File: src/rtl/rom_axi_rd_bridge.sv
// rom_axi_rd_bridge
//   AXI4 read-only slave front-end for the 2048 x 32-bit boot ROM (one-cycle
//   registered read). It accepts one read burst at a time and issues one ROM
//   word read per cycle while credit allows. Returned words are buffered in a
//   3-entry FIFO so R-channel backpressure never loses a beat.
//
//   Optional macro ROM_WR_ERR_EN adds AW/W/B ports. Any write is then
//   absorbed and answered with SLVERR; the ROM itself is never written.
//
// Ports
//   CK, RSTn                 clock (shared with ROM), async active-low reset
//   AR*                      read address channel (ARADDR[12:2] = word addr)
//   R*                       read data channel, fed from the FIFO head
//   ROM_CS/ROM_A/ROM_DO      ROM macro port; ROM_DO valid the cycle after CS
//   AW*/W*/B* (macro only)   write channels, always answered with SLVERR
module rom_axi_rd_bridge #(
   parameter int IDW = 8
) (
   input  logic           CK,
   input  logic           RSTn,
   input  logic [IDW-1:0] ARID,
   input  logic [31:0]    ARADDR,
   input  logic [7:0]     ARLEN,
   input  logic [2:0]     ARSIZE,
   input  logic [1:0]     ARBURST,
   input  logic           ARVALID,
   output logic           ARREADY,
   output logic [IDW-1:0] RID,
   output logic [31:0]    RDATA,
   output logic [1:0]     RRESP,
   output logic           RLAST,
   output logic           RVALID,
   input  logic           RREADY,
   output logic           ROM_CS,
   output logic [10:0]    ROM_A,
   input  logic [31:0]    ROM_DO
`ifdef ROM_WR_ERR_EN
   ,
   input  logic [IDW-1:0] AWID,
   input  logic           AWVALID,
   output logic           AWREADY,
   input  logic           WLAST,
   input  logic           WVALID,
   output logic           WREADY,
   output logic [IDW-1:0] BID,
   output logic [1:0]     BRESP,
   output logic           BVALID,
   input  logic           BREADY
`endif
);

   typedef enum logic [1:0] {IDLE, BURST, DRAIN} state_t;

   typedef struct packed {
      logic [31:0] data;
      logic [1:0]  resp;
      logic        last;
   } beat_t;

   localparam logic [1:0] B_FIXED = 2'b00;
   localparam logic [1:0] B_WRAP  = 2'b10;

   state_t          state, state_n;
   logic [IDW-1:0]  id_q;
   logic [10:0]     addr_q, addr_nxt, wrap_mask;
   logic [7:0]      len_q;
   logic [1:0]      burst_q;
   logic            err_q;
   logic [8:0]      cnt_q;        // reads still to issue
   logic            cap_vld_q;    // read issued last cycle, ROM_DO valid now
   logic            cap_last_q;
   logic            ar_hs, ar_err, issue, last_issue, pop, push, credit_ok;
   beat_t           fifo_q [3];
   beat_t           head;
   logic [1:0]      rd_ptr, wr_ptr, occ;

   logic unused_addr;
   assign unused_addr = ^{ARADDR[31:13], ARADDR[1:0]};

   assign ar_hs  = ARVALID && ARREADY;
   assign ar_err = (ARSIZE != 3'b010) || (ARBURST == 2'b11) ||
                   ((ARBURST == B_WRAP) && !(ARLEN inside {8'd1, 8'd3, 8'd7, 8'd15}));

   assign pop  = RVALID && RREADY;
   assign push = cap_vld_q;

   // Count every beat already committed (buffered or in flight) minus the one
   // leaving this cycle, so the FIFO can never overflow under backpressure.
   assign credit_ok  = ({1'b0, occ} + {2'b0, cap_vld_q} - {2'b0, pop}) < 3'd3;
   assign issue      = (state == BURST) && credit_ok;
   assign last_issue = (cnt_q == 9'd1);

   // Error bursts run the same issue pipeline with the ROM kept deselected,
   // which gives them the same latency and beat count as real reads.
   assign ROM_CS = issue && !err_q;
   assign ROM_A  = addr_q;

   assign wrap_mask = {3'b000, len_q};
   always_comb begin
      addr_nxt = addr_q + 11'd1;
      if (burst_q == B_FIXED)
         addr_nxt = addr_q;
      else if (burst_q == B_WRAP)
         addr_nxt = (addr_q & ~wrap_mask) | ((addr_q + 11'd1) & wrap_mask);
   end

   // FSM
   always_ff @(posedge CK or negedge RSTn)
      if (!RSTn) state <= IDLE;
      else       state <= state_n;

   always_comb begin
      state_n = state;
      ARREADY = 1'b0;
      case (state)
         IDLE: begin
            ARREADY = RSTn;
            if (ARVALID && RSTn) state_n = BURST;
         end
         BURST:   if (issue && last_issue) state_n = DRAIN;
         DRAIN:   if (pop && RLAST)        state_n = IDLE;
         default: state_n = IDLE;
      endcase
   end

   // Burst context and issue pipeline
   always_ff @(posedge CK or negedge RSTn)
      if (!RSTn) begin
         id_q       <= '0;
         addr_q     <= '0;
         len_q      <= '0;
         burst_q    <= '0;
         err_q      <= 1'b0;
         cnt_q      <= '0;
         cap_vld_q  <= 1'b0;
         cap_last_q <= 1'b0;
      end else begin
         cap_vld_q  <= issue;
         cap_last_q <= issue && last_issue;
         if (ar_hs) begin
            id_q    <= ARID;
            addr_q  <= ARADDR[12:2];
            len_q   <= ARLEN;
            burst_q <= ARBURST;
            err_q   <= ar_err;
            cnt_q   <= {1'b0, ARLEN} + 9'd1;
         end else if (issue) begin
            cnt_q  <= cnt_q - 9'd1;
            addr_q <= addr_nxt;
         end
      end

   // 3-entry FIFO; ROM_DO is only looked at in the capture cycle
   function automatic logic [1:0] ptr_inc(input logic [1:0] p);
      return (p == 2'd2) ? 2'd0 : p + 2'd1;
   endfunction

   always_ff @(posedge CK or negedge RSTn)
      if (!RSTn) begin
         for (int i = 0; i < 3; i++) fifo_q[i] <= '0;
         rd_ptr <= '0;
         wr_ptr <= '0;
         occ    <= '0;
      end else begin
         if (push) begin
            fifo_q[wr_ptr] <= '{data: err_q ? 32'd0 : ROM_DO,
                               resp: err_q ? 2'b10 : 2'b00,
                               last: cap_last_q};
            wr_ptr <= ptr_inc(wr_ptr);
         end
         if (pop) rd_ptr <= ptr_inc(rd_ptr);
         occ <= occ + {1'b0, push} - {1'b0, pop};
      end

   assign head   = fifo_q[rd_ptr];
   assign RVALID = (occ != 2'd0);
   assign RDATA  = head.data;
   assign RRESP  = head.resp;
   assign RLAST  = head.last;
   assign RID    = id_q;

`ifdef ROM_WR_ERR_EN
   // Write sink: take AW, swallow W up to WLAST, answer SLVERR.
   logic           w_act_q, b_vld_q;
   logic [IDW-1:0] bid_q;

   assign AWREADY = !w_act_q && !b_vld_q;
   assign WREADY  = w_act_q;
   assign BVALID  = b_vld_q;
   assign BID     = bid_q;
   assign BRESP   = 2'b10;

   always_ff @(posedge CK or negedge RSTn)
      if (!RSTn) begin
         w_act_q <= 1'b0;
         b_vld_q <= 1'b0;
         bid_q   <= '0;
      end else begin
         if (AWVALID && AWREADY) begin
            w_act_q <= 1'b1;
            bid_q   <= AWID;
         end
         if (WVALID && WREADY && WLAST) begin
            w_act_q <= 1'b0;
            b_vld_q <= 1'b1;
         end
         if (BVALID && BREADY) b_vld_q <= 1'b0;
      end
`endif

endmodule

File: config.mk
export PLATFORM = sky130hd
export DESIGN_NAME = rom_axi_rd_bridge
export DESIGN_NICKNAME = d
export VERILOG_FILES = /design/src/rtl/rom_axi_rd_bridge.sv
export SDC_FILE = /design/constraint.sdc
export NUM_CORES = 1
export LEC_CHECK = 0
export BUFFER_PORTS_ARGS = -buffer_cell sky130_fd_sc_hd__buf_2
export CAP_MARGIN = 20
export CORE_AREA = 2 2 113 115
export DETAILED_ROUTE_END_ITERATION = 10
export DIE_AREA = 0 0 115 117
export GPL_TIMING_DRIVEN = 0
export PLACE_DENSITY = 0.84
export SLEW_MARGIN = 20
export SYNTH_ARGS = -nofsm -noshare
export SYNTH_HDL_FRONTEND = slang
export SYNTH_SLANG_ARGS = --single-unit
File: constraint.sdc
create_clock -name CK -period 7.15 [get_ports CK]
set_clock_uncertainty 0.05 [all_clocks]
set_input_delay 1.0725 -clock CK [delete_from_list [all_inputs] [get_ports CK]]
set_output_delay 1.0725 -clock CK [all_outputs]
set_load 0.01 [all_outputs]
Word-level counts from Yosys, hierarchy flattened

Cells that the tools add are included.

Flip-flop bits (word level): 154
Bits of input ports: 89
Output and inout bits: 57
Word-level logic and storage cells: 98

Add/sub/neg operators: 9
Magnitude comparators: 4
Equality and inequality tests: 17
Muxes and demuxes: 21
Bitwise operators: 6
Reductions and logical operators: 20

Operator list:

| cell                                                                   | count |
|---|---|
| 105-bit bitwise mux                                                    | 1 |
| 35-bit two-way mux                                                     | 3 |
| 35-bit binary-select mux with 2-bit select                             | 1 |
| 35-bit demux with 2-bit select                                         | 1 |
| 11-bit two-way mux                                                     | 4 |
| 32-bit two-way mux                                                     | 1 |
| 9-bit two-way mux                                                      | 2 |
| 2-bit equality test (second input constant)                            | 6 |
| 2-bit two-way mux                                                      | 6 |
| 11-bit by 1-bit adder with 11-bit output (second input constant)       | 1 |
| 11-bit AND                                                             | 1 |
| 11-bit by 8-bit AND with 11-bit output                                 | 1 |
| 8-bit inverter with 11-bit output                                      | 1 |
| 11-bit bitwise OR                                                      | 1 |
| 8-bit by 1-bit adder with 9-bit output (second input constant)         | 1 |
| 9-bit by 1-bit equality test with 1-bit output (second input constant) | 1 |
| 1-bit logical AND                                                      | 9 |
| 9-bit by 1-bit subtractor with 9-bit output (second input constant)    | 1 |
| 8-bit by 1-bit equality test with 1-bit output (second input constant) | 1 |
| 8-bit by 2-bit equality test with 1-bit output (second input constant) | 1 |
| 8-bit by 3-bit equality test with 1-bit output (second input constant) | 1 |
| 8-bit by 4-bit equality test with 1-bit output (second input constant) | 1 |
| 3-bit greater-or-equal comparator (second input constant)              | 2 |
| 2-bit inequality test (second input constant)                          | 3 |
| other kinds (20)                                                       | 26 |

Longest topological paths before layout

Gate-level depths: netlist (run 1).

Depth after elaboration: 8
Gate-level depth with buffers: 12
Mapped depth without buffers: 11

Worst setup path before layout (run 1)

Ideal clock, no wire load.

Path kind: input -> output
Start point: in RREADY
End point: out ROM_CS
Arrival time: 2772 ps
Data required time: 6028 ps
Path slack: 3255 ps
Cell stages on the path: 9
Buffers on the path: 0
Cell sequence: inv_1 nor3b_1 a21o_1 ha_1 inv_1 fa_1 xnor2_1 nand3_1 nor2_1

Cells in the longest elaborated chain, start to end: 5

RTL lines:

| item                                          | RTL line | text |
|---|---|---|
| start: declaration                            | 33       | `input logic RREADY,` |
| 1-bit logical AND                             | 84       | `assign pop = RVALID && RREADY;` |
| 3-bit by 1-bit subtractor with 3-bit output   | 89       | `assign credit_ok = ({1'b0, occ} + {2'b0, cap_vld_q} - {2'b0, pop}) < 3'd3;` |
| 3-bit by 2-bit < comparator with 1-bit output | 89       |  |
| 1-bit logical AND                             | 90       | `assign issue = (state == BURST) && credit_ok;` |
| 1-bit logical AND                             | 95       | `assign ROM_CS = issue && !err_q;` |
| end: declaration                              | 34       | `output logic ROM_CS,` |

No other way between the ends.

Final worst setup path (run 1)

Same ends and word-level chain as after synthesis.

==> impl_metrics.tcl, run 1 <==
set metrics [dict create \
    status "finished clean" \
    synth_cell_types 48 \
    via_per_inst 5.80 \
    dieArea_um2 13500 \
    cap_violations 0 \
    io_buffers 123 \
    routed_wl_um 18000 \
    grt_pass1_vias 6014 \
    crit_type "in2out" \
    drtIter0Drc 612 \
    finalMaxSlewViolations 0 \
    wl_per_cell_um 16.8 \
    dominantRegCellSynth "dfrtp_1" \
    post-route-period-util_pct 62.1 \
    cts_made_buffers 17 \
    fin_tns_setup_ns 0 \
    min_period_ns 4.44 \
    synth.area.top_cells "dfrtp_1 53%, o21ai_0 10%, nand2_1 10%" \
    hold_viol 0 \
    synth_common_cells "189 x nand2_1, 151 x dfrtp_1, 142 x o21ai_0" \
    h-tree-depth 4 \
    ys_seq_area_share_pct 53.2 \
    num-nets-final 1001 \
    gp_congestion 0.836 \
    yosysTopAreaCellShare_pct 53.2 \
    end_kind "output pin" \
    worst_pin_slew_ns 0.791 \
    yosysTopAreaCell "dfrtp_1" \
    timing.critical_path.buf_inv 4 \
    synthesis.area_um2 7110 \
    fmax_mhz 225 \
    vias 6198 \
    leakagePower_nw 4.04 \
    cp_data_arrival_time_ns 3.32 \
    clock_tree.buffer_depth 2 \
    dp.cells 1036 \
    synthArstFlopShare_pct 100 \
    synth_area_per_cell_um2 9.33 \
    power.total_mw 3.75 \
    clock_tree.root_cell "clkbuf_16" \
    grt_pass1_wl_um 29100 \
    cts.sinks 151 \
    crit_path_top_delay_cell "fa_1" \
    antenna_found_initial 0 \
    drive_gt1_share_pct 19.4 \
    die_w_um 115 \
    num_rows 41 \
    setup_viol 0 \
    hp-class "reg2reg" \
    grt_max_degree 96 \
    fillers 955 \
    rsz0062_at_grt "no" \
    drtAntennaViolNets 0 \
    clkTransAtPathRegs_ns 0.06 \
    cp_max_fo 6 \
    powerDensity_nw_per_um2 438 \
    dieHeight_um 117 \
    synth.most_common_cell "nand2_1" \
    crit_chain "buf_2 -> inv_1 -> nor3b_1 -> a21o_1 -> ha_1 -> inv_1 -> fa_1 -> xnor2_1 -> nand3_1 -> nor2_1 -> buf_2" \
    n_antenna_cell 0 \
    clk-insertion-delay-late_ns 0.43 \
    grt_overflow_total 0 \
    coreArea_um2 12300 \
    drc 0 \
    synth_edf_count 0 \
    multi_input_area_um2 3050 \
    ctsResizeCount 0 \
    start_util_pct 57.7 \
    irDropWorstVdd_v 0.000234 \
    slowest_delay_ns 0.41 \
    dpl.hpwl_um 12000 \
    synthCells 762 \
    startpoint_type "input pin" \
    crit_family "simple AND/OR/NAND/NOR gates" \
    post_cts.repair.setup_buffers 0 \
    final_cell_count_no_fill 1068 \
    yosys_warnings 0 \
    required_ns 6.03 \
    dr.pass1.iters 4 \
    cts_hold_buf 0 \
    slew_headroom_pct 47.3 \
    grt.total_usage_pct 28.2 \
    pin_count 146 \
    seq_area_um2 3780 \
    area_delta_synth_final_pct 20.5 \
    cts_tree "yes" \
    ys_ff_latch 151 \
    syn_nets 858 \
]
-- registers in the layout (all words and copies together) (netlist names), named ones only --
name	count
ROM_A	4
cnt_q	9
burst_q	2
len_q	8
rd_ptr	2
wr_ptr	2
cap_vld_q	1
cap_last_q	1
RID	8
state	2
fifo_q	102
occ	2
err_q	1
-- worst register-to-register path: stages, from the launching register on --
cell and delay [ns]:
dfrtp_1 0.46, nor3b_1 0.36, a21o_1 0.13, ha_1 0.13, inv_1 0.05, fa_1 0.41, xnor2_1 0.38, nand3_1 0.33
inv_1 0.21, buf_2 0.25, a31oi_1 0.09, or3_1 0.35
-- per-stage QoR --
step / setup WS, ns / utilization, % / area, µm² / hold slack [ns]
3_5_place_dp: 2.80 / 64.6 / 7950 / 0.408
4_1_cts: 2.72 / 69.5 / 8560 / 0.422
3_3_place_gp: 1.82 / 64.2 / 7910 / 0.407
6_report: 2.71 / 69.5 / 8560 / 0.420
5_1_grt: 2.46 / 69.5 / 8560 / 0.447
2_1_floorplan: 3.26 / - / 7110 / 0.396
-- final cells by class --
class                           count  area share, %
Buffer                             49           2.63
Multi-Input combinational cell    547           35.6
Inverter                           15          0.658
Timing Repair Buffer              124           7.63
Clock buffer                       26           5.83
Clock inverter                      6           1.33
Sequential cell                   151           44.1
Tap cell                          150           2.19
-- report_power, final --
part	internal [mW]	total (mW)	switching [mW]
clock	0.587	0.930	0.343
combinational	0.541	1.42	0.882
sequential	1.18	1.40	0.219
total	2.31	3.75	1.44
-- routing by layer --
layer,vias to the layer above,share of wire (%),routed length [µm],track usage [%]
met5,-,0,0,0
met4,0,2.2,397,13.4
met1,3028,41,7450,35.7
met3,37,6.3,1130,6.02
met2,238,50,9010,46.9
li1,2895,-,-,-
-- cells in the final DEF (no fill, tap or decap), types with 15 or more instances in the layout --
cell / instances
inv_1: 15
o21ai_0: 142
buf_2: 124
mux2i_1: 35
dfrtp_1: 151
nand2b_1: 35
nand2_1: 189
clkbuf_1: 40
clkbuf_16: 17
nand3_1: 18
-- kinds of logic after synthesis --
logic type | after synthesis | synth area share (%)
AOI/OAI and AO/OA | 187 | 14.4
xor gates and xnor gates | 10 | 1.23
adders and majority gates | 7 | 1.34
buffers and inverters | 64 | 3.96
DFF | 151 | 53.2
muxes | 43 | 6.20
other | 1 | 0.0528
and+or+nand+nor | 299 | 19.6
-- path summary, 6_finish.rpt --
kind	start	end	slack (ns)	cells after the start
min in group asynchronous	RSTn	fifo_q[82]$_DFFE_PN0P_	0.52	1
max in group asynchronous	RSTn	fifo_q[29]$_DFFE_PN0P_	5.72	2
hold / removal	RID[7]$_DFFE_PN0P_	RID[7]$_DFFE_PN0P_	0.42	2
hold reg to reg	RID[7]$_DFFE_PN0P_	RID[7]$_DFFE_PN0P_	0.42	2
setup / recovery	RREADY	ROM_CS	2.71	11
setup reg to reg	occ[1]$_DFF_PN0_	cnt_q[8]$_DFFE_PN0P_	3.83	11
Note: power is estimated with default switching activity, not from simulation.
==> inputs of run 2 (changes only) <==
ABC_AREA = 1   (was unset)
CORE_AREA = 2 2 120 122   (was 2 2 113 115)
DIE_AREA = 0 0 122 124   (was 0 0 115 117)
PLACE_DENSITY = 0.8   (was 0.84)
clock period = 4.6 ns   (was 7.15 ns; I/O delays follow)
==> impl_metrics.tcl, run 2 <==
set metrics [dict create \
    synth.area.top_cells "dfrtp_1 49%, nand2_1 16%, inv_1 7.6%" \
    grt_overflow_total 0 \
    required_ns 3.86 \
    cp_max_fo 6 \
    placed_area_um2 8530 \
    cts.sinks 151 \
    pin_count 146 \
    n_antenna_cell 0 \
    cts_made_buffers 17 \
    dieHeight_um 124 \
    startpoint_type "flip-flop" \
    yosysTopAreaCellShare_pct 49.4 \
    cts_tree "yes" \
    synth.most_common_cell "nand2_1" \
    drive_gt1_share_pct 18.8 \
    area_delta_synth_final_pct 19.9 \
    dpl.hpwl_um 13100 \
    dieArea_um2 15100 \
    grt_pass1_vias 6746 \
    synth_common_cells "326 x nand2_1, 154 x inv_1, 151 x dfrtp_1" \
    fin_tns_setup_ns 0 \
    yosys_warnings 0 \
    die_w_um 122 \
    dp.cells 1301 \
    largest_reg_flops 102 \
    final_area_um2 9170 \
    wl_per_cell_um 14.7 \
    io_buffers 123 \
    ys_ff_latch 151 \
    grt_max_degree 98 \
    synth_cell_types 35 \
    clock_tree.buffer_depth 2 \
    drtIter0Drc 494 \
    dr.pass1.iters 5 \
    fillers 1177 \
    final_util_pct 66.8 \
    yosysTopAreaCell "dfrtp_1" \
    dominantRegCellSynth "dfrtp_1" \
    vias 7050 \
    fmax_mhz 296 \
    leakagePower_nw 4.96 \
    setup_slack_ns 1.23 \
    grt_pass1_wl_um 32100 \
    syn_nets 1093 \
    h-tree-depth 4 \
    synthCells 997 \
    ctsResizeCount 0 \
    synthesis.area_um2 7650 \
    cts_hold_buf 0 \
    synth_area_per_cell_um2 7.67 \
    grt.total_usage_pct 27.4 \
    crit_type "reg2out" \
    num_rows 43 \
    synthArstFlopShare_pct 100 \
    antenna_found_initial 0 \
    finalMaxSlewViolations 0 \
    ys_seq_area_share_pct 49.4 \
    drtAntennaViolNets 0 \
    gp_congestion 0.915 \
    preCtsSetupSlack_ns 1.45 \
    clkTransAtPathRegs_ns 0.06 \
    hold_viol 0 \
    clk-insertion-delay-late_ns 0.43 \
    end_kind "output pin" \
    irDropWorstVdd_v 0.000427 \
    post_cts.repair.setup_buffers 0 \
    layout_commonest_cell "nand2_1" \
    drc 0 \
    via_per_inst 5.29 \
    worst_pin_slew_ns 0.575 \
    setup_viol 0 \
    coreArea_um2 13700 \
    clock_tree.root_cell "clkbuf_16" \
    hp-class "in2async" \
    synth_edf_count 0 \
    final_cell_count_no_fill 1332 \
    reg_top3 "fifo_q (102), cnt_q (9)" \
    rsz0062_at_grt "no" \
    routed_wl_um 19600 \
    post-route-period-util_pct 73.4 \
    powerDensity_nw_per_um2 725 \
    most-common-layout-cells "326 x nand2_1, 154 x inv_1, 152 x buf_2" \
    cp_data_arrival_time_ns 2.63 \
    regMostFlops "fifo_q" \
    slew_headroom_pct 61.5 \
    status "finished clean" \
    num-nets-final 1236 \
    cap_violations 0 \
    min_period_ns 3.37 \
    start_util_pct 55.8 \
]
==> run 2: cell count changes in the layout (fill, tap and decap cells not counted), moves of 28 or more <==
cell	before	now
nand2_1	189	326
inv_1	15	154
clkbuf_1	40	3
o21ai_0	142	100
o221ai_1	0	32
nand2b_1	35	0
mux2i_1	35	1
nor2_1	11	80
buf_2	124	152
==> run 2: area by class of cell <==
| class | instances | area [µm²] | area share, % |
|---|---|---|---|
| Buffer | 44 | 263 | 2.87 |
| Clock buffer | 23 | 498 | 5.43 |
| Clock inverter | 8 | 143 | 1.56 |
| Inverter | 158 | 593 | 6.47 |
| Multi-Input combinational cell | 644 | 3010 | 32.9 |
| Sequential cell | 151 | 3780 | 41.2 |
| Tap cell | 180 | 225 | 2.46 |
| Timing Repair Buffer | 124 | 653 | 7.12 |
==> run 2: metrics by stage <==
| step | hold WS, ns | total power, mW |
|---|---|---|
| 2_1_floorplan | 0.344 | 4.10 |
| 3_3_place_gp | 0.409 | 4.99 |
| 3_5_place_dp | 0.414 | 5.08 |
| 4_1_cts | 0.136 | 6.64 |
| 5_1_grt | 0.147 | 7.14 |
| 6_report | 0.111 | 6.64 |
==> run 2: logic make-up after synthesis <==
kind of cell	count (synthesis)	share of synthesized area [%]
AO/OA/AOI/OAI	164	12.8
XOR/XNOR	6	0.687
adder cells (fa/ha/maj)	7	1.24
buffers and inverters	202	11.2
flip-flops	151	49.4
multiplexers	1	0.131
other	1	0.0490
AND/OR/NAND/NOR	465	24.5
==> run 2: critical path, cell delays in order (launching register included) <==
cell	delay [ns]
dfrtp_1	0.40
inv_1	0.08
nand2_1	0.08
nand2_1	0.08
inv_1	0.12
nand2_1	0.08
o21ai_0	0.09
ha_1	0.18
inv_1	0.05
fa_1	0.50
nor2_1	0.06
nor2_2	0.09
nand2_2	0.15
nor2_1	0.12
buf_2	0.14
==> run 2: routing by layer <==
| metal | vias to the layer above | track usage, % | wire length [µm] |
|---|---|---|---|
| met5 | - | 0 | 0 |
| met4 | 0 | 10.1 | 405 |
| met3 | 42 | 6.41 | 1300 |
| met2 | 275 | 46.6 | 9670 |
| met1 | 3330 | 34.4 | 8220 |
| li1 | 3403 | - | - |
==> run 2: power by group <==
part / leakage [nW] / total [mW] / switching (mW) / internal (mW)
sequential: 1.91 / 2.20 / 0.303 / 1.89
combinational: 2.74 / 2.93 / 1.92 / 1.00
clock: 0.315 / 1.52 / 0.544 / 0.975
==> run 2: worst paths after layout <==
| kind | from | to | slack [ns] | depth (start not counted) |
|---|---|---|---|---|
| worst max register to register | occ[1]$_DFF_PN0_ | ROM_A[10]$_DFFE_PN0P_ | 1.85 | 15 |
| worst max-delay path | occ[1]$_DFF_PN0_ | ROM_CS | 1.23 | 14 |
| min in group CK | ARID[5] | RID[5]$_DFFE_PN0P_ | 0.41 | 3 |
| worst min-delay path | RSTn | fifo_q[45]$_DFFE_PN0P_ | 0.11 | 1 |
| max in group asynchronous | RSTn | fifo_q[66]$_DFFE_PN0P_ | 3.59 | 2 |
| worst min register to register | RID[1]$_DFFE_PN0P_ | RID[1]$_DFFE_PN0P_ | 0.42 | 2 |
==> inputs of run 3 (changes only) <==
CORE_AREA = 2 2 127 129   (was 2 2 120 122)
DIE_AREA = 0 0 129 131   (was 0 0 122 124)
PLACE_DENSITY = 0.75   (was 0.8)
clock period = 2.8 ns   (was 4.6 ns; I/O delays follow)
==> impl_metrics.tcl, run 3 (synthesis results as in run 2) <==
set metrics [dict create \
    grt_pass1_wl_um 32300 \
    drive_gt1_share_pct 20.5 \
    violations "negative setup slack" \
    crit_path_top_delay_cell "fa_2" \
    dp.cells 1337 \
    min_period_ns 2.85 \
    regMostFlops "fifo_q" \
    preCtsSetupSlack_ns 0.120 \
    wl_per_cell_um 14.3 \
    vias 6921 \
    setup_viol 1 \
    crit_chain "inv_2 -> nand2_2 -> nand2_2 -> inv_2 -> nand2_2 -> o21ai_2 -> ha_2 -> inv_2 -> fa_2 -> nor2_2 -> nor2_2 -> nand2_4 -> nor2_1 -> buf_2" \
    status "complete, but fails checks" \
    power.total_mw 10.9 \
    final_area_um2 9280 \
    area_delta_synth_final_pct 21.3 \
    num_rows 46 \
    irDropWorstVdd_v 0.000536 \
    coreArea_um2 15600 \
    hold_viol 0 \
    slew_headroom_pct 61.5 \
    pin_count 146 \
    slowest_delay_ns 0.54 \
    grt_max_degree 79 \
    dieArea_um2 16900 \
    grt.total_usage_pct 24.6 \
    hold_ws_ns 0.132 \
    cap_violations 0 \
    h-tree-depth 4 \
    antenna_found_initial 0 \
    hp-class "in2reg" \
    cp_data_arrival_time_ns 2.38 \
    most-common-layout-cells "323 x nand2_1, 152 x buf_2, 151 x dfrtp_1" \
    worst_pin_slew_ns 0.576 \
    cp_max_fo 2 \
    drtAntennaViolNets 0 \
    clock_tree.buffer_depth 2 \
    reg_top3 "fifo_q (102), cnt_q (9)" \
    routed_wl_um 19700 \
    grt_pass1_vias 6659 \
    setup_slack_ns -0.0460 \
    required_ns 2.33 \
    start_util_pct 49.0 \
    cts.sinks 151 \
    startpoint_type "flip-flop" \
    dpl.hpwl_um 13400 \
    finalMaxSlewViolations 0 \
    fmax_mhz 351 \
    dr.pass1.iters 6 \
    clk-insertion-delay-late_ns 0.43 \
    drtIter0Drc 462 \
    grt_overflow_total 0 \
    final_cell_count_no_fill 1379 \
    placed_area_um2 8570 \
    crit_type "reg2out" \
    clkTransAtPathRegs_ns 0.06 \
    largest_reg_flops 102 \
    final_util_pct 59.5 \
    cts_tree "yes" \
    dieHeight_um 131 \
    drc 0 \
    gp_congestion 0.897 \
    die_w_um 129 \
    end_kind "output pin" \
    powerDensity_nw_per_um2 1170 \
    leakagePower_nw 4.97 \
    cts_made_buffers 17 \
    clock_tree.root_cell "clkbuf_16" \
    fin_tns_setup_ns -0.0460 \
    layout_commonest_cell "nand2_1" \
    via_per_inst 5.02 \
    num-nets-final 1246 \
    fillers 1416 \
    n_antenna_cell 0 \
    post-route-period-util_pct 102 \
    io_buffers 123 \
    rsz0062_at_grt "yes" \
]
## run 3: cell count changes in the layout (fill, tap and decap cells not counted), moves of 3 or more
cell,delta
inv_1,-4
inv_2,+4
nand2_1,-3
clkbuf_8,-4
inv_6,+5
buf_4,+9
clkinv_2,-3
## run 3: worst paths after layout
check                      slack, ns               start  depth (start not counted)                          to
max                            -0.05    occ[1]$_DFF_PN0_                         14                      ROM_CS
min                             0.13             ARID[6]                          3          RID[6]$_DFFE_PN0P_
max reg2reg                     0.19    occ[1]$_DFF_PN0_                         16       ROM_A[10]$_DFFE_PN0P_
min reg2reg                     0.42  RID[4]$_DFFE_PN0P_                          2          RID[4]$_DFFE_PN0P_
max in group asynchronous       1.51                RSTn                          3  asynchronous set/reset pin
min in group asynchronous       0.46                RSTn                          2      fifo_q[42]$_DFFE_PN0P_
## run 3: cell type report
class / count / area [µm²] / area share [%]
sequential: 151 / 3780 / 40.7
timing repair buffer: 134 / 736 / 7.93
clock inverter: 13 / 158 / 1.70
buffer: 44 / 263 / 2.83
multi-input combinational: 644 / 3040 / 32.7
inverter: 158 / 593 / 6.39
clock buffer: 19 / 443 / 4.77
tap: 216 / 270 / 2.91
## run 3: repair_timing
item | CTS | global route
buffers inserted | 7 | 2
pin swaps | 7 | 5
resized for setup | 12 | 2
setup endpoints to repair | 1 | 16
hold buffers | 1 | 0
hold endpoints to repair | 75 | 0
## run 3: report_power, final
group          total (mW)  internal (mW)  switching (mW)
Clock                2.35           1.36           0.984
Combinational        4.96           1.77            3.18
Sequential           3.60           3.11           0.486
## run 3: worst max-delay path: cells and delay by family (launching register included)
family,cells,cell delay (ns)
adders and majority gates,2,0.74
and+or+nand+nor,7,0.49
DFF,1,0.37
buffers and inverters,4,0.29
AOI/OAI and AO/OA,1,0.06
## run 3: routing by layer
layer / share of wire, % / GRT usage [%] / up-vias / wire length [µm]
met5: 0 / 0 / - / 0
met4: 1.8 / 8.63 / 0 / 353
met3: 6.4 / 5.58 / 32 / 1260
met2: 48 / 41.5 / 241 / 9470
met1: 44 / 31.4 / 3229 / 8660
li1: - / - / 3419 / -
